===== src/rtl/i4004_pkg.sv =====
// i4004_pkg: shared types and constants for the i4004 bus master.
//   phase_e      - bus phase index A1..X3 (A1 = 0)
//   opcode constants for the RAM-relevant instruction subset
//   next_phase() - phase successor, X3 wraps to A1
//   bank_decode()- 2-bit bank number to one-hot CM-RAM select
package i4004_pkg;

  typedef enum logic [2:0] {
    PH_A1 = 3'd0,
    PH_A2 = 3'd1,
    PH_A3 = 3'd2,
    PH_M1 = 3'd3,
    PH_M2 = 3'd4,
    PH_X1 = 3'd5,
    PH_X2 = 3'd6,
    PH_X3 = 3'd7
  } phase_e;

  localparam logic [3:0] OPR_SRC  = 4'h2;
  localparam logic [3:0] OPR_IO   = 4'hE;
  localparam logic [7:0] OP_DCL   = 8'hFD;
  localparam logic [7:0] OP_HLT   = 8'hFF;
  localparam logic [3:0] BANK_RST = 4'b0001;

  function automatic phase_e next_phase(input phase_e p);
    case (p)
      PH_A1:   return PH_A2;
      PH_A2:   return PH_A3;
      PH_A3:   return PH_M1;
      PH_M1:   return PH_M2;
      PH_M2:   return PH_X1;
      PH_X1:   return PH_X2;
      PH_X2:   return PH_X3;
      default: return PH_A1;
    endcase
  endfunction

  function automatic logic [3:0] bank_decode(input logic [1:0] sel);
    logic [3:0] onehot;
    onehot      = '0;
    onehot[sel] = 1'b1;
    return onehot;
  endfunction

endpackage


===== src/rtl/i4004_phase_seq.sv =====
// i4004_phase_seq: cycle counter and one-hot phase sequencer.
//   sysclk, reset      - clock, asynchronous active-high reset
//   phase[7:0]         - registered one-hot phase, bit0 = A1
//   sync               - registered, high for all of X3
//   cur_phase          - phase of the current cycle
//   nxt_phase          - phase the next cycle will be in
//   last_cycle         - current cycle is the last one of its phase
module i4004_phase_seq
  import i4004_pkg::*;
#(
  parameter int unsigned PHASE_CYCLES = 4
) (
  input  logic       sysclk,
  input  logic       reset,
  output logic [7:0] phase,
  output logic       sync,
  output phase_e     cur_phase,
  output phase_e     nxt_phase,
  output logic       last_cycle
);

  localparam int unsigned    CW       = (PHASE_CYCLES > 2) ? $clog2(PHASE_CYCLES) : 1;
  localparam logic [CW-1:0] CNT_LAST = CW'(PHASE_CYCLES - 1);

  logic          run_q, run_d;
  logic [CW-1:0] cnt_q, cnt_d;
  phase_e        idx_q, idx_d;
  logic [7:0]    phase_q, phase_d;
  logic          sync_q, sync_d;

  // The first edge after reset only arms the sequencer, so that edge opens
  // a full-length A1 instead of shortening it by one cycle.
  always_comb begin
    run_d      = 1'b1;
    cnt_d      = cnt_q;
    idx_d      = idx_q;
    last_cycle = run_q && (cnt_q == CNT_LAST);
    if (run_q) begin
      if (last_cycle) begin
        cnt_d = '0;
        idx_d = next_phase(idx_q);
      end else begin
        cnt_d = cnt_q + CW'(1);
      end
    end
    phase_d        = '0;
    phase_d[idx_d] = 1'b1;
    sync_d         = (idx_d == PH_X3);
  end

  always_ff @(posedge sysclk or posedge reset) begin
    if (reset) begin
      run_q   <= 1'b0;
      cnt_q   <= '0;
      idx_q   <= PH_A1;
      phase_q <= 8'h01;
      sync_q  <= 1'b0;
    end else begin
      run_q   <= run_d;
      cnt_q   <= cnt_d;
      idx_q   <= idx_d;
      phase_q <= phase_d;
      sync_q  <= sync_d;
    end
  end

  assign phase     = phase_q;
  assign sync      = sync_q;
  assign cur_phase = idx_q;
  assign nxt_phase = idx_d;

endmodule


===== src/rtl/i4004_bus_master.sv =====
// i4004_bus_master: CPU-side master of the MCS-4 multiplexed 4-bit bus.
// Steps the 8-phase instruction cycle, fetches OPR/OPA, drives PC nibbles,
// issues CM-ROM/CM-RAM and executes SRC, DCL and I/O write/read.
//   sysclk, reset        - clock, asynchronous active-high reset
//   data_in / data_out   - bus read value / bus drive value, data_oe = drive
//   phase, sync          - one-hot phase (bit0 = A1), sync high in X3
//   cm_rom, cm_ram[3:0]  - command strobes
//   pc[11:0]             - current fetch address
//   acc_in, src_addr     - accumulator and SRC address sources
//   rd_data, rd_valid    - I/O read capture and its one-cycle strobe
//   halted               - sticky halt flag
// Optional: define I4004_HALT_EN to make 8'hFF halt the PC; otherwise it is
// a NOP and halted is tied low.
module i4004_bus_master
  import i4004_pkg::*;
#(
  parameter int unsigned PHASE_CYCLES = 4
) (
  input  logic        sysclk,
  input  logic        reset,
  input  logic [3:0]  data_in,
  output logic [3:0]  data_out,
  output logic        data_oe,
  output logic [7:0]  phase,
  output logic        sync,
  output logic        cm_rom,
  output logic [3:0]  cm_ram,
  output logic [11:0] pc,
  input  logic [3:0]  acc_in,
  input  logic [7:0]  src_addr,
  output logic [3:0]  rd_data,
  output logic        rd_valid,
  output logic        halted
);

  phase_e cur_ph;
  phase_e nxt_ph;
  logic   last_cycle;
  logic   halt_active;

  i4004_phase_seq #(
    .PHASE_CYCLES (PHASE_CYCLES)
  ) u_phase_seq (
    .sysclk     (sysclk),
    .reset      (reset),
    .phase      (phase),
    .sync       (sync),
    .cur_phase  (cur_ph),
    .nxt_phase  (nxt_ph),
    .last_cycle (last_cycle)
  );

  logic [11:0] pc_q,       pc_d;
  logic [3:0]  opr_q,      opr_d;
  logic [3:0]  opa_q,      opa_d;
  logic [3:0]  bank_sel_q, bank_sel_d;
  logic [3:0]  rd_data_q,  rd_data_d;
  logic        rd_valid_q, rd_valid_d;
  logic [3:0]  data_out_q, data_out_d;
  logic        data_oe_q,  data_oe_d;
  logic        cm_rom_q,   cm_rom_d;
  logic [3:0]  cm_ram_q,   cm_ram_d;

  // Execute-phase decode on the held instruction.
  logic q_io_rd, q_dcl;
  assign q_io_rd = (opr_q == OPR_IO) && opa_q[3];
  assign q_dcl   = ({opr_q, opa_q} == OP_DCL);

  // Decode on next-cycle values: OPR/OPA are captured on the same edge that
  // enters M2/X1, and the bus outputs for that edge must already see them.
  logic d_src, d_io_wr, d_io_rd;
  assign d_src   = (opr_d == OPR_SRC) && opa_d[0];
  assign d_io_wr = (opr_d == OPR_IO) && !opa_d[3];
  assign d_io_rd = (opr_d == OPR_IO) && opa_d[3];

`ifdef I4004_HALT_EN
  logic halted_q, halted_d;

  always_comb begin
    halted_d = halted_q;
    if (last_cycle && (cur_ph == PH_X1) && ({opr_q, opa_q} == OP_HLT)) begin
      halted_d = 1'b1;
    end
  end

  always_ff @(posedge sysclk or posedge reset) begin
    if (reset) begin
      halted_q <= 1'b0;
    end else begin
      halted_q <= halted_d;
    end
  end

  assign halt_active = halted_q;
`else
  assign halt_active = 1'b0;
`endif

  assign halted = halt_active;

  // Architectural state updates at the closing edge of each phase.
  always_comb begin
    pc_d       = pc_q;
    opr_d      = opr_q;
    opa_d      = opa_q;
    bank_sel_d = bank_sel_q;
    rd_data_d  = rd_data_q;
    rd_valid_d = 1'b0;
    if (last_cycle) begin
      case (cur_ph)
        PH_M1: opr_d = data_in;
        PH_M2: begin
          opa_d = data_in;
          if (!halt_active) begin
            pc_d = pc_q + 12'd1;
          end
        end
        PH_X2: begin
          if (q_io_rd) begin
            rd_data_d  = data_in;
            rd_valid_d = 1'b1;
          end
        end
        PH_X3: begin
          if (q_dcl) begin
            bank_sel_d = bank_decode(acc_in[1:0]);
          end
        end
        default: ;
      endcase
    end
  end

  // Bus outputs registered from the phase being entered, so every strobe
  // starts on the first cycle of its phase and drops on the first cycle after.
  always_comb begin
    data_out_d = '0;
    data_oe_d  = 1'b0;
    cm_rom_d   = 1'b0;
    cm_ram_d   = '0;
    case (nxt_ph)
      PH_A1: begin
        data_oe_d  = 1'b1;
        data_out_d = pc_d[3:0];
      end
      PH_A2: begin
        data_oe_d  = 1'b1;
        data_out_d = pc_d[7:4];
      end
      PH_A3: begin
        data_oe_d  = 1'b1;
        data_out_d = pc_d[11:8];
        cm_rom_d   = 1'b1;
        cm_ram_d   = bank_sel_d;
      end
      PH_M1: ;
      PH_M2: begin
        if (opr_d == OPR_IO) begin
          cm_ram_d = bank_sel_d;
        end
      end
      PH_X1: begin
        data_oe_d  = 1'b1;
        data_out_d = opa_d;
      end
      PH_X2: begin
        data_oe_d = 1'b1;
        if (d_src) begin
          data_out_d = src_addr[7:4];
          cm_rom_d   = 1'b1;
          cm_ram_d   = bank_sel_d;
        end else if (d_io_wr) begin
          data_out_d = acc_in;
        end else if (d_io_rd) begin
          data_oe_d = 1'b0;
        end
      end
      default: begin
        data_oe_d = 1'b1;
        if (d_src) begin
          data_out_d = src_addr[3:0];
        end
      end
    endcase
  end

  always_ff @(posedge sysclk or posedge reset) begin
    if (reset) begin
      pc_q       <= '0;
      opr_q      <= '0;
      opa_q      <= '0;
      bank_sel_q <= BANK_RST;
      rd_data_q  <= '0;
      rd_valid_q <= 1'b0;
      data_out_q <= '0;
      data_oe_q  <= 1'b0;
      cm_rom_q   <= 1'b0;
      cm_ram_q   <= '0;
    end else begin
      pc_q       <= pc_d;
      opr_q      <= opr_d;
      opa_q      <= opa_d;
      bank_sel_q <= bank_sel_d;
      rd_data_q  <= rd_data_d;
      rd_valid_q <= rd_valid_d;
      data_out_q <= data_out_d;
      data_oe_q  <= data_oe_d;
      cm_rom_q   <= cm_rom_d;
      cm_ram_q   <= cm_ram_d;
    end
  end

  assign pc       = pc_q;
  assign rd_data  = rd_data_q;
  assign rd_valid = rd_valid_q;
  assign data_out = data_out_q;
  assign data_oe  = data_oe_q;
  assign cm_rom   = cm_rom_q;
  assign cm_ram   = cm_ram_q;

endmodule


===== config.mk =====
export PLATFORM = sky130hd
export DESIGN_NAME = i4004_bus_master
export DESIGN_NICKNAME = d
export VERILOG_FILES = /design/src/rtl/i4004_pkg.sv /design/src/rtl/i4004_phase_seq.sv /design/src/rtl/i4004_bus_master.sv
export SDC_FILE = /design/constraint.sdc
export NUM_CORES = 1
export LEC_CHECK = 0
export CORE_MARGIN = 3
export CORE_UTILIZATION = 40
export DETAILED_ROUTE_END_ITERATION = 10
export HOLD_SLACK_MARGIN = 0.03
export PLACE_DENSITY = 0.74
export SETUP_SLACK_MARGIN = 0.1
export SLEW_MARGIN = 5
export SYNTH_ARGS = -nofsm -noshare
export SYNTH_HDL_FRONTEND = slang
export SYNTH_SLANG_ARGS = --single-unit

===== constraint.sdc =====
create_clock -name sysclk -period 2.42 [get_ports sysclk]
set_input_delay 0.242 -clock sysclk [delete_from_list [all_inputs] [get_ports sysclk]]
set_output_delay 0.242 -clock sysclk [all_outputs]
set_load 0.01 [all_outputs]

==> results.ini, run 1 <==
[synth]
yosys-top-cells-area=dfrtp_1 52%, mux2_2 5.9%, ha_1 3.0%, nor2_1 2.6%, xnor2_1 2.5%
yosysTopAreaCellShare_pct=52.1
yosysWarningCount=0
synth-seq-cells=54
syn_avg_cell_area_um2=11.7
syn_nets=237
async_reset_ff_share_pct=100
syn_area_um2=2500
ys.flop_type=dfrtp_1
yosysMostFrequentCell=dfrtp_1
yosysSeqAreaShare_pct=54.2
postSynthCellCount=213
synth_common_cells=52 x dfrtp_1, 17 x nor2_1, 16 x nand2_1
yosys.area.top_type=dfrtp_1
yosysUniqueCellTypes=53
synth_edf_count=0

[detailed_routing]
viasPerCell=5.30
wl_per_cell_um=15.6
wl_um=5430
drt_iter0_drc=128
drc=0
vias=1849
drt_pre_antenna_iters=4
antenna_left=0

[cells_and_area]
drive_gt1_share_pct=16.4
areaGrowthSynthToFinish_pct=29.9
regArea_um2=1350
multi_input_area_um2=1060
nets=297
nFillCells=511
antenna-diode-count=0

[clock_tree]
path_clk_slew_ns=0.10
cts_root_buffer=clkbuf_8
clkSinkCount=54
clkLatencyLatePin_ns=0.32
postCtsHoldBufs=0
cts_resized=0
cts_buffers=5
tritoncts=yes
cts-htree-levels=2
postCtsSetupBuffers=0
cts_max_path_buffers=2

[global_routing]
grt_overflow=0
grt_max_degree=25
grt_pass1_vias=1840
grt_pass1_wl_um=9230
antenna_found_initial=0
grt_use_total_pct=16.1

[sta]
fmax_ghz=0.450
hold_viol=0
worst_slack_ns=0.197
fin_crit_ns=2.22
finalCritPeriodShare_pct=91.9
rsz0062_at_grt=true
final-setup-viol-count=0
fin_skew_ns=0.0144
finalMaxSlewViolations=0
fin_setup_tns_ns=0

[placement]
routabilityCongestion=0.868
pre_cts_ws_ns=0.115
dpl.hpwl_um=4170
numPortBuffers=53

[critical_path]
critPathKind=reg -> reg
arrival_ns=2.40
crit_required_ns=2.60
reg2reg_slack_ns=0.20
crit_fanout=10
start_kind=register
crit_path_end_kind=register

[power]
total_power_mw=3.03
vdd_drop_max_v=0.000616
powerDensity_nw_per_um2=934
p_leak_nw=1.46

[die]
io_pins=55
die_x_um=85.0
core_area_um2=5990
initial_core_util_pct=41.7
die-height_um=85.0
dieArea_um2=7230
row_count=28

[job]
maxCapViolCount=0

[run_status]
status=finished clean

[worst_hold_path]
min_path_type=in -> async

==> layout by cell type, fill, tap and decap left out, types with 2 or more instances in the layout <==
| cell type | synthesis | final |
|---|---|---|
| a21oi_1 | 4 | 4 |
| a221o_1 | 2 | 2 |
| a22o_1 | 2 | 2 |
| a31oi_1 | 3 | 3 |
| a41o_1 | 2 | 2 |
| buf_4 | 2 | 6 |
| clkbuf_8 | 0 | 6 |
| clkdlybuf4s50_1 | 0 | 53 |
| clkinvlp_4 | 0 | 3 |
| conb_1 | 2 | 2 |
| dfrtp_1 | 52 | 52 |
| dfstp_2 | 2 | 2 |
| ha_1 | 6 | 5 |
| inv_1 | 7 | 6 |
| inv_2 | 1 | 2 |
| mux2_2 | 13 | 13 |
| mux2i_1 | 5 | 5 |
| nand2_1 | 16 | 16 |
| nand3_1 | 7 | 7 |
| nand4_1 | 4 | 4 |
| nand4b_1 | 2 | 2 |
| nor2_1 | 17 | 17 |
| nor2b_1 | 7 | 7 |
| nor3_1 | 7 | 7 |
| nor4b_1 | 2 | 2 |
| o211ai_1 | 2 | 2 |
| o21ai_0 | 5 | 5 |
| xnor2_1 | 7 | 7 |
| xor2_1 | 4 | 4 |
==> through the flow <==
stage	utilization, %	cell area [µm²]	std cells	hold WS [ns]
after global placement	52.3	3140	341	0.465
after CTS	54.0	3230	349	0.267
after global routing	54.2	3240	349	0.307
after detailed placement	52.3	3140	341	0.483
after floorplan	-	2500	213	0.368
final	54.2	3240	349	0.255
==> flip-flops by register name, indices dropped and copies added (netlist names) <==
register and flops:
bank_sel_q 4, u_phase_seq.sync 1, u_phase_seq.phase 8, cm_ram 4
opa_q 4, data_out 4, rd_valid 1, u_phase_seq.cur_phase 3
rd_data 4, pc 12, u_phase_seq.run_q 1, opr_q 4
u_phase_seq.cnt_q 2, data_oe 1, cm_rom 1
==> worst max-delay path, stage by stage (launching register included) <==
cell,delay (ns)
dfrtp_1,0.43
inv_1,0.10
ha_1,0.21
and4_4,0.30
mux2i_4,0.29
nor2_4,0.10
a221o_1,0.37
o2111ai_1,0.11
o221ai_1,0.17
==> routing by layer <==
metal	share of wire, %	routed length (µm)	global-route usage (%)	up-vias
met4	1.1	61	4.89	0
met2	48	2590	25.4	54
met1	45	2450	22.0	918
met5	0	0	0	-
li1	-	-	-	872
met3	6.2	336	4.08	5
==> area by class of cell <==
cell class | count | share of cell area (%)
Sequential cell | 54 | 41.7
Multi-Input combinational cell | 142 | 32.6
Timing Repair Buffer | 60 | 18.4
Tap cell | 75 | 2.89
Clock buffer | 6 | 2.55
Inverter | 10 | 1.39
Clock inverter | 2 | 0.501
==> cells by family (layout without fill, tap and decap cells) <==
kind of cell	after synthesis	after routing	share of synthesized area [%]
AO/OA/AOI/OAI	31	31	9.22
XOR/XNOR	11	11	3.86
adder cells (fa/ha/maj)	6	6	3.01
buffers and inverters	17	78	3.56
flip-flops	54	54	54.2
multiplexers	20	20	9.37
other	2	2	0.301
AND/OR/NAND/NOR	72	72	16.5
==> worst paths after layout <==
kind / startpoint / endpoint / cells past startpoint
max: u_phase_seq.cur_phase[0] / data_out[0] / 8
min: reset / u_phase_seq.cur_phase[2] / 2
max reg2reg: u_phase_seq.cur_phase[0] / data_out[0] / 8
min reg2reg: u_phase_seq.cnt_q[0] / u_phase_seq.cnt_q[0] / 1
max in group asynchronous: reset / u_phase_seq.phase[0] / 3
min in group sysclk: u_phase_seq.cnt_q[0] / u_phase_seq.cnt_q[0] / 1
==> power breakdown <==
group          internal (mW)  leakage (nW)  switching, mW  total [mW]
Combinational          0.580         0.707          0.648        1.23
Clock                  0.236        0.0478          0.298       0.533
Sequential              1.12         0.701          0.148        1.27
Total                   1.94          1.46           1.09        3.03
No activity file was read; power rests on OpenSTA's default activity.
==> run 2: changes to the inputs <==
Settings changed: ABC_CLOCK_PERIOD_IN_PS set to 2420.
==> results of run 2 <==
The final DEF is identical to that of run 1; final timing and power are the same.
==> run 3: changes to the inputs <==
Settings changed: GPL_ROUTABILITY_DRIVEN set to 1, PLACE_DENSITY 0.74 to 0.62.
==> run 3 against run 2 <==
Via count is 0.43% lower; global-route usage is 0.51 points higher; maximum frequency is 0.25% lower; worst hold slack better by 0.012 ns; setup slack worse by 0.0055 ns; clock power is 4.1% lower; flip-flop and latch count stayed put; combinational power hardly changed; wire length is 4.3% higher; total power is 0.43% lower; sequential share of layout area is 0.13 points lower; cell count is 0.86% higher.
==> results.ini, run 3 (synthesized netlist as in run 1, its figures left out) <==
[run_status]
status=finished clean

[critical_path]
reg2reg_depth=8
r2r-start=u_phase_seq.cur_phase[0]
crit_fanout=10
start_kind=register
critPathKind=reg -> reg
worstPathCellList=inv_1 > ha_1 > and4_4 > mux2i_4 > nor2_4 > a22o_1 > a22o_1 > a211o_1
reg2reg_to=data_out[3]
slowest_delay_ns=0.43
cpMostUsedCell=a22o_1
crit_required_ns=2.62
crit_slowest_cell=dfrtp_1
crit_path_end_kind=register
reg2reg_slack_ns=0.19
arrival_ns=2.43

[detailed_routing]
drt_iter0_drc=95
wl_per_cell_um=16.1
wl_um=5660
drc=0
drt_pre_antenna_iters=6
viasPerCell=5.23
antenna_left=0
vias=1841

[sta]
worst_slack_ns=0.191
final-setup-viol-count=0
fin_setup_tns_ns=0
whs_ns=0.267
rsz0062_at_grt=true
fin_skew_ns=0.00764
hold_viol=0
finalMaxSlewViolations=0
finalCritPeriodShare_pct=92.1
fmax_ghz=0.449
fin_crit_ns=2.23

[placement]
numPortBuffers=53
pre_cts_ws_ns=0.0904
dpl.hpwl_um=4300
routabilityCongestion=0.818

[global_routing]
grt_max_degree=34
grt_pass1_vias=1926
antenna_found_initial=0
grt_use_total_pct=16.6
grt_overflow=0
grt_pass1_wl_um=9410

[cells_and_area]
largest_register_ffs=12
antenna-diode-count=0
drive_gt1_share_pct=16.6
layout_commonest_cell=clkdlybuf4s50_1
nFillCells=517
nets=300
final_cell_mix=53 x clkdlybuf4s50_1, 52 x dfrtp_1, 17 x nor2_1, 15 x nand2_1, 13 x mux2_2
areaGrowthSynthToFinish_pct=30.3

[power]
powerDensity_nw_per_um2=927
vdd_drop_max_v=0.000474
total_power_mw=3.02
p_leak_nw=1.47

[clock_tree]
cts_max_path_buffers=2
path_clk_slew_ns=0.09
cts_root_buffer=clkbuf_8
cts-htree-levels=2
tritoncts=yes
clkSinkCount=54
cts_buffers=5
clkLatencyLatePin_ns=0.31

[die]
initial_core_util_pct=41.7
io_pins=55
core_area_um2=5990
die_x_um=85.0
dieArea_um2=7230
row_count=28
die-height_um=85.0

[job]
maxCapViolCount=0

[worst_hold_path]
min_path_type=in -> async

## run 3: per-layer routing
metal  track usage, %  vias up  wire length, µm
li1                 -      880                -
met1             22.4      897             2600
met5                0        -                0
met2             26.7       53             2650
met3             3.59       11              302
met4             5.47        0              109
## run 3: where the power goes
group | internal, mW | switching, mW
Sequential | 1.12 | 0.150
Clock | 0.231 | 0.280
Combinational | 0.588 | 0.647
Total | 1.94 | 1.08
## run 3: worst max path at each step
stage	start	to	slack, ns	depth (start not counted)
2_1_floorplan	u_phase_seq.cur_phase[0]	data_out[3]	0.31	9
3_3_place_gp	u_phase_seq.cnt_q[0]	data_out[3]	0.14	7
3_5_place_dp	u_phase_seq.cnt_q[0]	data_out[3]	0.09	7
4_1_cts	u_phase_seq.cur_phase[0]	data_out[3]	0.16	8
5_1_grt	u_phase_seq.cur_phase[0]	data_out[3]	0.08	8
6_report	u_phase_seq.cur_phase[0]	data_out[3]	0.19	8
## run 3: worst max-delay path, delay by kind of cell, from the launching register on
kind                       cells  cell delay [ns]
buffers and inverters          1             0.10
muxes                          1             0.29
AOI/OAI and AO/OA              3             0.68
DFF                            1             0.43
adders and majority gates      1             0.20
and+or+nand+nor                2             0.42
## run 3: repair_timing
item	CTS	global route
setup buffers	0	1
pin swaps	0	1
endpoints found under the setup margin	5	4
hold buffers	0	0
gates resized for setup	1	1
## run 3: cell type report
cell class / count / area, µm² / share of cell area (%)
clock buffers: 7 / 86.3 / 2.65
clock inverters: 1 / 5.00 / 0.154
inverters: 10 / 37.5 / 1.15
multi-input cells: 142 / 1060 / 32.6
flip-flops and latches: 54 / 1350 / 41.6
well taps: 75 / 93.8 / 2.88
repair buffers: 63 / 618 / 19.0
## run 3: stage by stage
step	util, %	area (µm²)	std cells
finish	54.3	3250	352
global route	54.3	3250	352
CTS	54.2	3240	351
detailed placement	52.6	3150	343
global placement	52.6	3150	343
floorplan	-	2500	213
